[config.mk]
export PLATFORM = sky130hd
export DESIGN_NAME = prime_search
export DESIGN_NICKNAME = d
export VERILOG_FILES = /design/src/rtl/primogen_pkg.sv /design/src/rtl/divrem.sv /design/src/rtl/prime_search.sv
export SDC_FILE = /design/constraint.sdc
export NUM_CORES = 1
export LEC_CHECK = 0
export ABC_AREA = 0
export ABC_CLOCK_PERIOD_IN_PS = 3230
export BUFFER_PORTS_ARGS = -buffer_cell sky130_fd_sc_hd__buf_2
export CAP_MARGIN = 20
export CELL_PAD_IN_SITES_DETAIL_PLACEMENT = 1
export CELL_PAD_IN_SITES_GLOBAL_PLACEMENT = 1
export CORE_ASPECT_RATIO = 1.2
export CORE_MARGIN = 4
export CORE_UTILIZATION = 45
export CTS_BUF_LIST = sky130_fd_sc_hd__clkbuf_4 sky130_fd_sc_hd__clkbuf_8
export DETAILED_ROUTE_END_ITERATION = 8
export PLACE_DENSITY_LB_ADDON = 0.1
export SKIP_LAST_GASP = 1
export SYNTH_ARGS = -nofsm -noshare
export SYNTH_HDL_FRONTEND = slang
export SYNTH_SLANG_ARGS = --single-unit
[constraint.sdc]
create_clock -name clk -period 3.23 [get_ports clk]
set_clock_uncertainty 0.15 [all_clocks]
set_input_delay 0.1615 -clock clk [delete_from_list [all_inputs] [get_ports clk]]
set_output_delay 0.1615 -clock clk [all_outputs]
set_load 0.05 [all_outputs]
[src/rtl/primogen_pkg.sv]
// Shared constants, state encoding and small helpers for the prime generator.
package primogen_pkg;

  localparam int unsigned DATA_W = 16;

  // First trial divisor; never 0, so divrem never sees a zero denominator.
  localparam logic [DATA_W-1:0] FIRST_DIV = 16'd2;

  // prime_search FSM encoding (6 states, 3 bits).
  localparam int unsigned ST_W = 3;
  localparam logic [ST_W-1:0] StIdle    = 3'd0;
  localparam logic [ST_W-1:0] StInc     = 3'd1;
  localparam logic [ST_W-1:0] StDivGo   = 3'd2;
  localparam logic [ST_W-1:0] StDivHold = 3'd3;
  localparam logic [ST_W-1:0] StDivWait = 3'd4;
  localparam logic [ST_W-1:0] StEval    = 3'd5;

  // Quotient/remainder pair captured from divrem.
  typedef struct packed {
    logic [DATA_W-1:0] quot;
    logic [DATA_W-1:0] rem;
  } div_res_t;

  // A divisor d splits c properly only if it leaves no remainder and the
  // quotient is at least 2 (q==1 means d==c, i.e. no proper factor).
  function automatic logic is_composite(input div_res_t res);
    return (res.rem == '0) && (res.quot >= 16'd2);
  endfunction

endpackage

[src/rtl/divrem.sv]
// Iterative restoring divider: one quotient bit per cycle, DATA_W cycles per op.
// rst is active-high synchronous. Divide-by-zero raises error without starting.
module divrem
  import primogen_pkg::*;
(
  input  logic              clk,
  input  logic              rst,
  input  logic              go,
  input  logic [DATA_W-1:0] num,
  input  logic [DATA_W-1:0] den,
  output logic              ready,
  output logic              error,
  output logic [DATA_W-1:0] quot,
  output logic [DATA_W-1:0] rem
);

  localparam int unsigned CNT_W = $clog2(DATA_W + 1);
  localparam logic [CNT_W-1:0] CntInit = CNT_W'(DATA_W);

  logic              busy_q, busy_d;
  logic              error_q, error_d;
  logic [CNT_W-1:0]  cnt_q, cnt_d;
  logic [DATA_W-1:0] rem_q, rem_d;
  logic [DATA_W-1:0] quot_q, quot_d;
  logic [DATA_W-1:0] den_q, den_d;

  logic [DATA_W:0]   shifted;
  logic [DATA_W:0]   diff;
  logic              fits;

  // Next-state: accept a new operation when idle, else run one restoring step.
  always_comb begin
    busy_d  = busy_q;
    error_d = error_q;
    cnt_d   = cnt_q;
    rem_d   = rem_q;
    quot_d  = quot_q;
    den_d   = den_q;

    // Partial remainder with the next dividend bit shifted in.
    shifted = {rem_q, quot_q[DATA_W-1]};
    diff    = shifted - {1'b0, den_q};
    fits    = shifted >= {1'b0, den_q};

    if (!busy_q) begin
      if (go) begin
        if (den == '0) begin
          error_d = 1'b1;
        end else begin
          error_d = 1'b0;
          busy_d  = 1'b1;
          cnt_d   = CntInit;
          rem_d   = '0;
          quot_d  = num;
          den_d   = den;
        end
      end
    end else begin
      // shifted < 2*den, so the restored remainder always fits DATA_W bits.
      rem_d  = fits ? diff[DATA_W-1:0] : shifted[DATA_W-1:0];
      quot_d = {quot_q[DATA_W-2:0], fits};
      cnt_d  = cnt_q - 1'b1;
      if (cnt_q == 1) begin
        busy_d = 1'b0;
      end
    end
  end

  // State registers with synchronous reset.
  always_ff @(posedge clk) begin
    if (rst) begin
      busy_q  <= 1'b0;
      error_q <= 1'b0;
      cnt_q   <= '0;
      rem_q   <= '0;
      quot_q  <= '0;
      den_q   <= FIRST_DIV;
    end else begin
      busy_q  <= busy_d;
      error_q <= error_d;
      cnt_q   <= cnt_d;
      rem_q   <= rem_d;
      quot_q  <= quot_d;
      den_q   <= den_d;
    end
  end

  assign ready = !busy_q;
  assign error = error_q;
  assign quot  = quot_q;
  assign rem   = rem_q;

endmodule

[src/rtl/prime_search.sv]
// Trial-division sequencer: on each accepted go, finds the next prime above
// the one currently held, issuing one divrem operation per candidate divisor.
module prime_search
  import primogen_pkg::*;
#(
  parameter logic [DATA_W-1:0] INIT_PRIME = 16'd2
) (
  input  logic              clk,
  input  logic              rst,
  input  logic              go,
  output logic              ready,
  output logic              error,
  output logic [DATA_W-1:0] prime
);

  logic [ST_W-1:0]   state_q, state_d;
  logic [DATA_W-1:0] cand_q, cand_d;
  logic [DATA_W-1:0] dvsr_q, dvsr_d;
  div_res_t          res_q, res_d;
  logic [DATA_W-1:0] prime_q, prime_d;
  logic              ready_q, ready_d;
  logic              error_q, error_d;

  logic              div_go;
  logic              div_ready;
  logic              div_error;
  logic [DATA_W-1:0] div_quot;
  logic [DATA_W-1:0] div_rem;

  divrem u_divrem (
    .clk   (clk),
    .rst   (!rst),
    .go    (div_go),
    .num   (cand_q),
    .den   (dvsr_q),
    .ready (div_ready),
    .error (div_error),
    .quot  (div_quot),
    .rem   (div_rem)
  );

  // Search FSM: increment candidate, try divisors 2.. until a factor or q<d.
  always_comb begin
    state_d = state_q;
    cand_d  = cand_q;
    dvsr_d  = dvsr_q;
    res_d   = res_q;
    prime_d = prime_q;
    ready_d = ready_q;
    error_d = error_q;
    div_go  = 1'b0;

    case (state_q)
      StIdle: begin
        if (go && !error_q) begin
          cand_d  = prime_q;
          ready_d = 1'b0;
          state_d = StInc;
        end
      end

      StInc: begin
        // Width check before incrementing keeps cand from wrapping.
        if (cand_q == '1) begin
          error_d = 1'b1;
          ready_d = 1'b1;
          state_d = StIdle;
        end else begin
          cand_d  = cand_q + 1'b1;
          dvsr_d  = FIRST_DIV;
          state_d = StDivGo;
        end
      end

      StDivGo: begin
        div_go  = 1'b1;
        state_d = StDivHold;
      end

      // divrem may still show ready this cycle; ignore it.
      StDivHold: begin
        state_d = StDivWait;
      end

      StDivWait: begin
        if (div_error) begin
          error_d = 1'b1;
          ready_d = 1'b1;
          state_d = StIdle;
        end else if (div_ready) begin
          res_d.quot = div_quot;
          res_d.rem  = div_rem;
          state_d    = StEval;
        end
      end

      StEval: begin
        if (is_composite(res_q)) begin
          state_d = StInc;
        end else if (res_q.quot < dvsr_q) begin
          // q < d implies c < d*d: every smaller divisor has been ruled out.
          prime_d = cand_q;
          ready_d = 1'b1;
          state_d = StIdle;
        end else begin
          dvsr_d  = dvsr_q + 1'b1;
          state_d = StDivGo;
        end
      end

      default: begin
        state_d = StIdle;
      end
    endcase
  end

  // State registers; active-low synchronous reset discards any in-flight search.
  always_ff @(posedge clk) begin
    if (!rst) begin
      state_q <= StIdle;
      cand_q  <= INIT_PRIME;
      dvsr_q  <= FIRST_DIV;
      res_q   <= '0;
      prime_q <= INIT_PRIME;
      ready_q <= 1'b1;
      error_q <= 1'b0;
    end else begin
      state_q <= state_d;
      cand_q  <= cand_d;
      dvsr_q  <= dvsr_d;
      res_q   <= res_d;
      prime_q <= prime_d;
      ready_q <= ready_d;
      error_q <= error_d;
    end
  end

  assign ready = ready_q;
  assign error = error_q;
  assign prime = prime_q;

endmodule

==> results.tsv <==
metric	value	unit
regArea	2803	um2
clock_path_buffers	2	
startpoint	u_divrem.den_q[4]	
worstRegToRegCells	8	
path_depth	8	
die_h	153.4	um
synth.avg_cell_area	7.981	um2
p_total	8.095	mW
reg2reg_setup_slack	0.41	ns
hold_buffers	1	
syn2layout_area_growth	8.857	%
cp_top_family	simple AND/OR/NAND/NOR gates	
p_per_area	938.3	nW/um2
hold_class	in2reg	
post-dp-hpwl	16530	um
critPathLaunchType	register	
grt_pass1_wl	37450	um
ctsResizeCount	0	
yosys_warnings	0	
min_path_cells	4	
path_cells	inv_1 > ha_1 > nand4_1 > nor4_1 > nor3_1 > o211a_1 > or4b_1 > o211ai_1	
status	finished clean	
r2r-start	u_divrem.den_q[4]	
numCtsBuffers	17	
crit_end	u_divrem.rem[6]	
synth-main-ff-cell	dfxtp_1	
grt_max_degree	49	
ir_drop	899.0	uV
r2r-end	u_divrem.rem[6]	
diodes	0	
drive_gt1_frac	0.1192	
yosys_register_bits	140	
ys_types	77	
ant_nets	0	
fin_crit	2.817	ns
path_max_fanout	13	
drtIter0Drc	422	
criticalPathCategory	reg2reg	
slew_headroom	0.4267	
yosys.area.top_type	dfxtp_1	
fp.dieW	129.1	um
p_leak	3.127	nW
finalSetupViolations	0	
n_fill_cell	2143	
dr.pass1.iters	4	
synth.most_common_cell	nand2_1	
grt_pass1_vias	7296	
netlist_top_cells_count	207 x nand2_1, 140 x dfxtp_1, 81 x a21oi_1	
drv_slew	0	
clkTransAtPathRegs	0.09	ns
clock-sinks	140	
synth_area	7925	um2
maxCapViolCount	0	
synthArstFlopShare	0	
synth_edf_count	0	
vias	7055	
antenna_found_initial	0	
postCtsSetupRepairBufs	0	
coreArea	17110	um2
clk_latency	0.46	ns
critPathMaxStageDelay	0.59	ns
netlist_instances	993	
timing_hold_violations_final	0	
root_buffer	clkbuf_8	
fp-row-count	52	
finalCritPeriodShare	0.8721	
ctsHtreeMaxLevel	4	
drc_errors	0	
path_buf_inv	1	
tritoncts	done	
synth.top_cell.area_share	0.3536	
worstMarginPinSlew	0.8600	ns
grt_overflow_total	0	
numPortBuffers	20	
synth-seq-area-share	0.3536	
clock.fmax	355.0	MHz
wire_per_inst	18.40	um
layout.nets	1034	
setup_tns	0	ns
track_usage	0.2347	
critPathCaptureType	register	
crit_arrival	3.04	ns
routed_wl	22510	um
synth_nets	1033	
die_area	19810	um2
io_pins	21	
rsz0062_at_grt	false	
cp_slowest_cell	or4b_1	
required	3.46	ns
vias_per_cell	5.769	
multi_input_area	4653	um2
ys_top_cells_by_area	dfxtp_1 35%, nand2_1 9.8%, mux2i_1 5.8%, ha_1 5.7%, a21oi_1 5.1%	
place.gp.congestion	0.8469	
initial_utilization	0.4631	
-- cell families after synthesis --
| logic type | count (synthesis) | share of synthesized area |
|---|---|---|
| xor+xnor | 5 | 0.005525 |
| buf+inv | 104 | 0.06062 |
| simple gates | 427 | 0.2611 |
| compound gates | 220 | 0.1817 |
| fa+ha+maj | 37 | 0.05936 |
| mux | 60 | 0.07799 |
| flops | 140 | 0.3536 |
-- flip-flops by register name (all words and copies together) (netlist names) --
register,flops
cand_q,16
dvsr_q,16
error,1
prime,16
ready,1
res_q,32
state_q,3
u_divrem.busy_q,1
u_divrem.cnt_q,5
u_divrem.den_q,16
u_divrem.error,1
u_divrem.quot,16
u_divrem.rem,16
-- worst min-delay path by stage --
stage | start | endpoint | slack [ns]
finish | go | state_q[0] | 0.02
global route | go | state_q[0] | 0.05
CTS | go | state_q[0] | 0.008
detailed placement | u_divrem.den_q[12] | u_divrem.den_q[12] | 0.30
global placement | u_divrem.den_q[2] | u_divrem.den_q[2] | 0.29
floorplan | res_q[16] | res_q[16] | 0.28
-- metrics by stage --
stage	instances	hold WS [ns]	util	cell area, um2	worst slack (ns)
2_1_floorplan	993	0.2828	-	7925	0.8774
3_3_place_gp	1190	0.2926	0.4769	8160	0.5055
3_5_place_dp	1190	0.2977	0.4769	8160	0.4523
4_1_cts	1223	0.007881	0.5042	8627	0.4360
5_1_grt	1223	0.04976	0.5042	8627	0.2322
6_report	1223	0.02343	0.5042	8627	0.4132
-- worst min-delay path: stages --
cell and delay, ns:
buf_2 0.09, nor2b_1 0.14, nor3_1 0.12, a2111oi_0 0.07
-- cell usage in the layout, fill, tap and decap left out, types with 20 or more instances in the layout --
cell,instances
a21oi_1,81
buf_2,20
buf_4,24
dfxtp_1,140
ha_1,36
inv_1,40
mux2i_1,46
nand2_1,207
nand3_1,23
nor2_1,70
nor3_1,27
o211ai_1,21
o21ai_0,37
-- power by group --
part           switching, mW  internal [mW]  leakage (nW)
logic                   2.77           1.63          1.77
registers              0.178           1.86          1.13
clock network          0.701          0.953         0.228
total                   3.64           4.45          3.13
-- final cells by class --
| cell class | count | area share |
|---|---|---|
| multi-input combinational | 749 | 0.5394 |
| sequential | 140 | 0.3249 |
| timing repair buffer | 45 | 0.03365 |
| tap | 216 | 0.03133 |
| clock buffer | 21 | 0.03060 |
| clock inverter | 11 | 0.02234 |
| inverter | 41 | 0.01784 |
-- metal layers --
metal	up-vias	track usage	wire [um]
li1	3509	-	-
met1	3405	0.2774	9650
met2	101	0.4170	11530
met3	40	0.03909	544
met4	0	0.09305	782
met5	-	0	0
Power figures use the tool's default switching activity.
